<file path="src/rtl/ts_packet_scheduler_pkg.sv">
// rtl/ts_packet_scheduler_pkg.sv - shared constants and state encoding for the TS packet scheduler
//
// Purpose: packet geometry, buffer read latency, inter-packet gap, sync byte,
//          channel count/index width and the scheduler FSM encoding.
// Ports:   none (package).
package ts_packet_scheduler_pkg;

  localparam int CH_NUM     = 4;
  localparam int CH_W       = 2;
  localparam int PKT_LEN    = 188;
  localparam int RD_LAT     = 2;
  localparam int GAP_CYCLES = 4;

  localparam logic [7:0] SYNC_BYTE = 8'h47;

  // Terminal values for the shared 8-bit phase counter.
  localparam logic [7:0] PKT_LAST  = 8'(PKT_LEN - 1);
  localparam logic [7:0] WAIT_LAST = 8'(RD_LAT - 2);
  // GAP runs GAP_CYCLES+1 cycles: its first cycle still presents the last
  // byte from the output register, the remaining GAP_CYCLES are idle.
  localparam logic [7:0] GAP_LAST  = 8'(GAP_CYCLES);

  typedef enum logic [2:0] {
    ST_IDLE,
    ST_REQ,
    ST_WAIT,
    ST_STREAM,
    ST_GAP
  } state_e;

endpackage

</file>
<file path="src/rtl/ts_packet_scheduler_rr_arbiter4.sv">
// rtl/ts_packet_scheduler_rr_arbiter4.sv - four-way round-robin channel picker
//
// Purpose: pick the first eligible channel searching upward from last_grant+1
//          (mod 4); last_grant itself is considered last.
// Ports:   eligible   [3:0] in  channels that may be granted
//          last_grant [1:0] in  most recently granted channel
//          grant      [1:0] out chosen channel (valid when any=1)
//          any              out at least one channel eligible
module rr_arbiter4
  import ts_packet_scheduler_pkg::*;
(
  input  logic [CH_NUM-1:0] eligible,
  input  logic [CH_W-1:0]   last_grant,
  output logic [CH_W-1:0]   grant,
  output logic              any
);

  always_comb begin
    logic [CH_W-1:0] idx;
    idx   = '0;
    grant = last_grant;
    any   = 1'b0;
    // Walk offsets from farthest to nearest so the nearest hit wins.
    for (int k = CH_NUM; k >= 1; k--) begin
      idx = last_grant + CH_W'(k);
      if (eligible[idx]) begin
        grant = idx;
        any   = 1'b1;
      end
    end
  end

endmodule

</file>
<file path="src/rtl/ts_packet_scheduler.sv">
// rtl/ts_packet_scheduler.sv - round-robin TS packet scheduler for four tuner channels
//
// Purpose: polls per-channel buffers, requests one 188-byte packet at a time,
//          muxes the returned bytes into one registered TS stream with sync
//          marking, channel tag and sync-byte checking.
// Ports:   SYS_CLK in  clock;  RST in async active-low reset
//          CH_READY[3:0] in buffer holds a full packet; CH_ENABLE[3:0] in scheduling enable
//          CH_REQ[3:0] out one-cycle one-hot packet release; CH_DATA[31:0] in byte i on [8i+7:8i]
//          OUT_READY in downstream accepts a packet (sampled only when arbitrating)
//          TS_DATA[7:0]/TS_VALID/TS_PSYNC/TS_CH[1:0] out output stream
//          SYNC_ERR out byte 0 mismatch pulse; ERR_CNT[15:0] out saturating error count
module ts_packet_scheduler
  import ts_packet_scheduler_pkg::*;
(
  input  logic                SYS_CLK,
  input  logic                RST,
  input  logic [CH_NUM-1:0]   CH_READY,
  input  logic [CH_NUM-1:0]   CH_ENABLE,
  output logic [CH_NUM-1:0]   CH_REQ,
  input  logic [8*CH_NUM-1:0] CH_DATA,
  input  logic                OUT_READY,
  output logic [7:0]          TS_DATA,
  output logic                TS_VALID,
  output logic                TS_PSYNC,
  output logic [CH_W-1:0]     TS_CH,
  output logic                SYNC_ERR,
  output logic [15:0]         ERR_CNT
);

  state_e              state_q, state_d;
  logic [7:0]          cnt_q, cnt_d;
  logic [CH_W-1:0]     grant_q, grant_d;
  logic [CH_W-1:0]     last_grant_q, last_grant_d;
  logic [CH_NUM-1:0]   ch_req_q, ch_req_d;
  logic [7:0]          ts_data_q, ts_data_d;
  logic                ts_valid_q, ts_valid_d;
  logic                ts_psync_q, ts_psync_d;
  logic                sync_err_q, sync_err_d;
  logic [15:0]         err_cnt_q, err_cnt_d;

  logic [CH_W-1:0]     arb_grant;
  logic                arb_any;
  logic [7:0]          ch_byte;

  rr_arbiter4 u_arb (
    .eligible   (CH_READY & CH_ENABLE),
    .last_grant (last_grant_q),
    .grant      (arb_grant),
    .any        (arb_any)
  );

  assign ch_byte = CH_DATA[{grant_q, 3'b000} +: 8];

  always_comb begin
    state_d      = state_q;
    cnt_d        = cnt_q;
    grant_d      = grant_q;
    last_grant_d = last_grant_q;
    ch_req_d     = '0;
    ts_data_d    = ts_data_q;
    ts_valid_d   = 1'b0;
    ts_psync_d   = 1'b0;
    sync_err_d   = 1'b0;
    err_cnt_d    = err_cnt_q;

    case (state_q)
      ST_IDLE: begin
        // Request is registered so the pulse lands in the REQ cycle.
        if (OUT_READY && arb_any) begin
          grant_d      = arb_grant;
          last_grant_d = arb_grant;
          ch_req_d     = CH_NUM'(1) << arb_grant;
          cnt_d        = '0;
          state_d      = ST_REQ;
        end
      end
      ST_REQ: begin
        cnt_d   = '0;
        state_d = ST_WAIT;
      end
      ST_WAIT: begin
        if (cnt_q == WAIT_LAST) begin
          cnt_d   = '0;
          state_d = ST_STREAM;
        end else begin
          cnt_d = cnt_q + 8'd1;
        end
      end
      ST_STREAM: begin
        ts_data_d  = ch_byte;
        ts_valid_d = 1'b1;
        if (cnt_q == 8'd0) begin
          ts_psync_d = 1'b1;
          if (ch_byte != SYNC_BYTE) begin
            sync_err_d = 1'b1;
            if (err_cnt_q != 16'hFFFF) err_cnt_d = err_cnt_q + 16'd1;
          end
        end
        if (cnt_q == PKT_LAST) begin
          cnt_d   = '0;
          state_d = ST_GAP;
        end else begin
          cnt_d = cnt_q + 8'd1;
        end
      end
      ST_GAP: begin
        if (cnt_q == GAP_LAST) begin
          cnt_d   = '0;
          state_d = ST_IDLE;
        end else begin
          cnt_d = cnt_q + 8'd1;
        end
      end
      default: begin
        cnt_d   = '0;
        state_d = ST_IDLE;
      end
    endcase
  end

  always_ff @(posedge SYS_CLK or negedge RST) begin
    if (!RST) begin
      state_q      <= ST_IDLE;
      cnt_q        <= '0;
      grant_q      <= '0;
      last_grant_q <= CH_W'(CH_NUM - 1);
      ch_req_q     <= '0;
      ts_data_q    <= '0;
      ts_valid_q   <= 1'b0;
      ts_psync_q   <= 1'b0;
      sync_err_q   <= 1'b0;
      err_cnt_q    <= '0;
    end else begin
      state_q      <= state_d;
      cnt_q        <= cnt_d;
      grant_q      <= grant_d;
      last_grant_q <= last_grant_d;
      ch_req_q     <= ch_req_d;
      ts_data_q    <= ts_data_d;
      ts_valid_q   <= ts_valid_d;
      ts_psync_q   <= ts_psync_d;
      sync_err_q   <= sync_err_d;
      err_cnt_q    <= err_cnt_d;
    end
  end

  assign CH_REQ   = ch_req_q;
  assign TS_DATA  = ts_data_q;
  assign TS_VALID = ts_valid_q;
  assign TS_PSYNC = ts_psync_q;
  assign TS_CH    = grant_q;
  assign SYNC_ERR = sync_err_q;
  assign ERR_CNT  = err_cnt_q;

endmodule

</file>
<file path="config.mk">
export PLATFORM = sky130hd
export DESIGN_NAME = ts_packet_scheduler
export DESIGN_NICKNAME = d
export VERILOG_FILES = /design/src/rtl/ts_packet_scheduler_pkg.sv /design/src/rtl/ts_packet_scheduler_rr_arbiter4.sv /design/src/rtl/ts_packet_scheduler.sv
export SDC_FILE = /design/constraint.sdc
export NUM_CORES = 1
export LEC_CHECK = 0
export CAP_MARGIN = 0
export CORE_MARGIN = 2
export CORE_UTILIZATION = 40
export DETAILED_ROUTE_END_ITERATION = 6
export GPL_TIMING_DRIVEN = 0
export HOLD_SLACK_MARGIN = 0.05
export PLACE_DENSITY = 0.82
export SYNTH_ARGS = -nofsm -noshare
export SYNTH_HDL_FRONTEND = slang
export SYNTH_SLANG_ARGS = --single-unit
</file>
<file path="constraint.sdc">
create_clock -name SYS_CLK -period 3.1 [get_ports SYS_CLK]
set_input_delay 0.62 -clock SYS_CLK [delete_from_list [all_inputs] [get_ports SYS_CLK]]
set_output_delay 0.62 -clock SYS_CLK [all_outputs]
set_load 0.005 [all_outputs]
</file>
; Word-level counts from Yosys, hierarchy flattened
; Cells that the tools add are included.
[classes]
n_addsub = 5
order_cmp = 4
n_eq_ne = 12
shifts = 2
muxes = 33
n_bitwise = 1
reduce_logical = 6
[op_table]
columns = operator, count
row1 = 8-bit 2-to-1 mux, 4
row2 = 8-bit case mux with 4 select lines, 1
row3 = 32-bit by 6-bit indexed part select with 8-bit output, 1
row4 = 16-bit by 1-bit adder with 16-bit output (second input constant), 1
row5 = 16-bit != test (second input constant), 1
row6 = 3-bit case mux with 5 select lines, 1
row7 = 1-bit 2-to-1 mux, 14
row8 = 2-bit by 3-bit < comparator with 1-bit output (second input constant), 4
row9 = 3-bit 2-to-1 mux, 4
row10 = 8-bit by 1-bit adder with 8-bit output (second input constant), 1
row11 = 1-bit binary-select mux with 2-bit select, 4
row12 = 8-bit by 3-bit equality test with 1-bit output (second input constant), 1
row13 = 8-bit equality test (second input constant), 1
row14 = 8-bit zero test, 1
row15 = 4-bit 2-to-1 mux, 2
row16 = 2-bit != test (second input constant), 4
row17 = 8-bit by 7-bit != test with 1-bit output (second input constant), 1
row18 = 4-bit AND reduction, 2
row19 = 3-bit by 2-bit equality test with 1-bit output (second input constant), 2
row20 = 2-bit 2-to-1 mux, 3
row21 = 2-bit adder (second input constant), 2
row22 = 4-bit bitwise AND, 1
row23 = 1-bit by 2-bit left shift with 4-bit output (first input constant), 1
row24 = 3-bit by 1-bit equality test with 1-bit output (second input constant), 1
row25 = other kinds (5), 5
[word_totals]
regBits = 46
input_bits = 43
output_inout_bits = 33
elab_cells = 73

; Depth between registers and ports, before layout
[depth]
ltp_word = 10
ltp_mapped = 10
depth_no_buf = 9

; By module
; Synthesis repeated with hierarchy kept, for this count alone.
[hier_totals]
hier_cells = 235
hier_area_um2 = 2536.2
[modules_own_cells]
columns = module, instances, cells_per_inst, area_per_inst_um2, seq_area_each_um2
row1 = ts_packet_scheduler, 1, 221, 2453.6, 1153.6
row2 = rr_arbiter4, 1, 14, 82.6, 0.0

; Worst setup path after synthesis
; Ideal clock, no wire load.
[synth_path]
kind = input to register
start = in CH_DATA[31]
end = reg err_cnt_q[3], in the netlist ERR_CNT[3]
setup_time_ns = 0.132
t_arrival_ns = 2.049
t_required_ns = 2.968
setup_slack_ns = 0.919
stages = 6
path_buffers = 1
cell_sequence = mux4_2 > nand2b_1 > nor4_4 > buf_4 > nor3_1 > xor2_1
[synth_via]
elab_chain_len = 3
[synth_rtl]
columns = element, line_no
row1 = "start, declared", ts_packet_scheduler.sv:20  ; input logic [8*CH_NUM-1:0] CH_DATA,
row2 = 32-bit by 6-bit indexed part select with 8-bit output, ts_packet_scheduler.sv:52  ; assign ch_byte = CH_DATA[{grant_q, 3'b000} +: 8];
row3 = 8-bit by 7-bit != test with 1-bit output, ts_packet_scheduler.sv:94  ; if (ch_byte != SYNC_BYTE) begin
row4 = 4-bit AND reduction (no source line), n/a
row5 = "end signal, assigned", ts_packet_scheduler.sv:143  ; err_cnt_q <= err_cnt_d;
row6 = "end, declared", ts_packet_scheduler.sv:39  ; logic [15:0] err_cnt_q, err_cnt_d;
; Every way passes these cells.
; A chain may end at the register's enable or synchronous reset.

; Worst setup path after layout
[layout_path]
start = in CH_DATA[23]
end = reg err_cnt_q[3], in the netlist ERR_CNT[3]
; Same word-level chain as after synthesis.

==> run_results.csv <==
group,metric,value,unit
floorplan,initial_core_util,42.0,%
job,maxCapViolCount,0,
grt,grt_pass1_wl,9.89,mm
grt,grt_max_degree,43,
grt,grt_overflow,0,
clock_tree,ctsHtreeMaxLevel,2,
grt,grt_pass1_vias,2120,
setup_path,path_delay_family,"simple AND/OR/NAND/NOR gates",
timing,min_period,2.47,ns
placed_design,dp_hpwl,4.54,mm
placed_design,gp_congestion,0.906,
setup_path,crit_buf_inv,2,
yosys,synth_nets,284,
timing,max_freq,404,MHz
clock_tree,insertion_delay,0.30,ns
placed_design,dp_cells,389,
power_and_ir_drop,pwr-share-seq,54.9,%
setup_path,crit_chain,"clkdlybuf4s50_1 -> mux4_2 -> nand2b_1 -> nor4_4 -> buf_4 -> nor3_1 -> xor2_1",
grt,grt.total_usage,17.3,%
clock_tree,path_clk_slew,0.08,ns
route,drtIter0Drc,63,
power_and_ir_drop,leakagePower,0.00140,uW
clock_tree,clock_path_buffers,2,
yosys,synth_seq_cells,46,
finish,nNetsFinal,367,
route,postRouteAntennaNets,0,
setup_path,slowest_stage,"mux4_2",
power_and_ir_drop,pwr-share-comb,10.0,%
placed_design,port_buffers,75,
route,wl_per_cell,14.4,um
floorplan,core-area,6030,um2
setup_path,crit_path_start,"CH_DATA[23]",
yosys,avgSynthCellArea,10.6,um2
setup_path,crit_type,"input port to register",
setup_path,critPathMaxStageDelay,0.48,ns
clock_tree,cts_setup_buffers,0,
finish,drive_gt1_share,15.5,%
clock_tree,cts_tree,"done",
yosys,syn-instance-count,238,
setup_path,cp-endpoint,"ERR_CNT[3]",
status,outcome,"finished clean",
timing,period_share,79.8,%
setup_path,path_max_fanout,10,
power_and_ir_drop,p_sw_share,22.4,%
floorplan,die_h,83.6,um
power_and_ir_drop,p_clk_share,35.1,%
setup_path,reg2reg_to,"ERR_CNT[3]",
yosys,syn-cell-area,2530,um2
route,num_vias,2127,
setup_path,cp-end-kind,"register",
yosys,synth_edf_count,0,
yosys,yosysWarningCount,0,
finish,fill_cells,511,
clock_tree,cts_root_buffer,"clkbuf_8",
grt,antenna_found_initial,0,
setup_path,path_depth,7,
floorplan,rows,28,
yosys,ys.flop_type,"dfrtp_1",
timing,finClkSkew,0.00937,ns
finish,antenna_cells,0,
setup_path,r2r_cells,7,
route,drc_errors,0,
power_and_ir_drop,p_switching,249,uW
timing,maxSlewViolCount,0,
timing,hold_viol,0,
clock_tree,cts_sinks,46,
clock_tree,numCtsBuffers,5,
floorplan,ios,76,
yosys,async_flop_share,100,%
power_and_ir_drop,p_per_area,318,nW/um2
power_and_ir_drop,intPower,861,uW
yosys,ys_types,55,
timing,tns,0,ns
floorplan,dieArea,6980,um2
finish,stdcell_count,397,
clock_tree,postCtsHoldBufs,0,
setup_path,cp.arrival,2.65,ns
setup_path,r2r_start,"TS_CH[1]",
finish,final_core_util,57.9,%
route,avgViaCountPerCell,5.36,
clock_tree,cts.repair.resized,0,
floorplan,die_w,83.6,um
route,firstDrtPassIters,4,
timing,tightest_slew,0.655,ns
timing,setup_violations,0,
timing,max_slew_margin,55.7,%
setup_path,cp.required,3.27,ns
finish,syn2layout_area_growth,37.9,%
power_and_ir_drop,ir_drop,0.163,mV
setup_path,rrSetupSlack,0.68,ns
timing,rsz0062_at_grt,"no",
route,wl,5.70,mm
setup_path,startpoint_type,"input port",
yosys,ys_seq_area_share,45.6,%
min_path,hold_class,"input port to asynchronous set/reset pin",
-- synth_stat cells, types with 2 or more instances --
cell type  instances  share of area, %
inv_1              7               1.0
o21ai_0            7               1.4
mux2_2             3               1.3
dfstp_2            2               2.1
clkbuf_1           4              0.59
nand2_1           44               6.5
nor2b_1            2              0.49
nand3_1           10               2.0
and2_1             2              0.49
ha_1               3               1.5
nand2b_1           3              0.74
nand4_1            3              0.74
nor4_2             7               3.5
o311ai_2           2               1.3
nor4b_1            2              0.69
a41oi_1            2              0.69
nor3_1             5              0.99
o41ai_1            2              0.69
a31oi_1            3              0.74
nor2_1            12               1.8
a21oi_1            3              0.59
and3b_1            2              0.69
mux4_2             8               7.1
dfrtp_1           44                43
buf_6              3               1.3
and3_1             5               1.2
xor2_1            14               4.8
a211oi_1           2              0.59
or2_2              3              0.74
nor4_1             4              0.99
-- logic make-up after synthesis --
group           synth area share [%]
fa+ha+maj                       1.48
flops                           45.6
buf+inv                         3.61
compound gates                  9.94
xor+xnor                        5.19
mux                             8.45
simple gates                    25.8
-- per-stage QoR --
step	hold WS [ns]	total power (uW)	setup WS (ns)	area, um2
6_report	0.131	1110	0.627	3490
3_5_place_dp	0.447	733	0.312	3390
3_3_place_gp	0.460	728	0.228	3380
4_1_cts	0.126	1130	0.628	3490
5_1_grt	0.125	1160	0.510	3490
2_1_floorplan	0.324	646	0.919	2530
-- metal layers --
| metal | vias to the layer above | global-route usage (%) | part of all wire, % |
|---|---|---|---|
| li1 | 1027 | - | - |
| met1 | 1026 | 21.4 | 43 |
| met2 | 65 | 29.4 | 51 |
| met3 | 9 | 4.15 | 4.7 |
| met4 | 0 | 6.16 | 1.4 |
| met5 | - | 0 | 0 |
-- worst min path at each step --
| stage | from | to | slack, ns | depth (start not counted) |
|---|---|---|---|---|
| floorplan | RST | CH_REQ[0] | 0.32 | 0 |
| global placement | TS_DATA[2] | TS_DATA[2] | 0.46 | 2 |
| detailed placement | RST | TS_DATA[0] | 0.45 | 1 |
| CTS | RST | TS_DATA[0] | 0.13 | 1 |
| global route | RST | TS_DATA[6] | 0.12 | 1 |
| finish | RST | TS_DATA[0] | 0.13 | 1 |
-- sequential cells by signal, indices dropped and copies added, names as in the netlist --
name / count
ERR_CNT: 16
last_grant_q: 2
TS_DATA: 8
TS_VALID: 1
state_q: 3
SYNC_ERR: 1
TS_PSYNC: 1
cnt_q: 8
CH_REQ: 4
TS_CH: 2
-- cell type report --
cell class	count	area, um2	area share, %
multi-input combinational	175	1290	36.9
clock buffer	6	82.6	2.37
timing repair buffer	76	766	21.9
tap	75	93.8	2.69
buffer	9	60.1	1.72
inverter	8	31.3	0.896
sequential	46	1150	33.1
clock inverter	2	16.3	0.466
-- worst register-to-register path: stages (launching register included) --
cell,delay [ns]
dfrtp_1,0.36
buf_1,0.39
mux4_2,0.41
nand4b_1,0.25
nor4_4,0.37
buf_4,0.28
nor3_1,0.09
xor2_1,0.16
-- placed cells by master (no fill, tap or decap), drive strengths merged, types with 5 or more instances in the layout --
master | netlist | final
dfrtp | 44 | 44
buf | 5 | 7
inv | 7 | 8
nor2 | 12 | 12
clkdlybuf4s50 | 0 | 74
nand2 | 45 | 45
mux4 | 8 | 8
nand3 | 10 | 10
o21ai | 7 | 7
nor4 | 12 | 12
nor3 | 6 | 6
xor2 | 14 | 14
and3 | 5 | 5
clkbuf | 4 | 10
-- power by group through the flow --
stage	Combinational, uW	Sequential (uW)	Clock, uW
after global placement	107	621	0
final	111	610	390
after global routing	120	611	427
after CTS	112	610	405
after detailed placement	111	621	0
after floorplan	24.8	622	0
No activity file was read; power rests on OpenSTA's default activity.
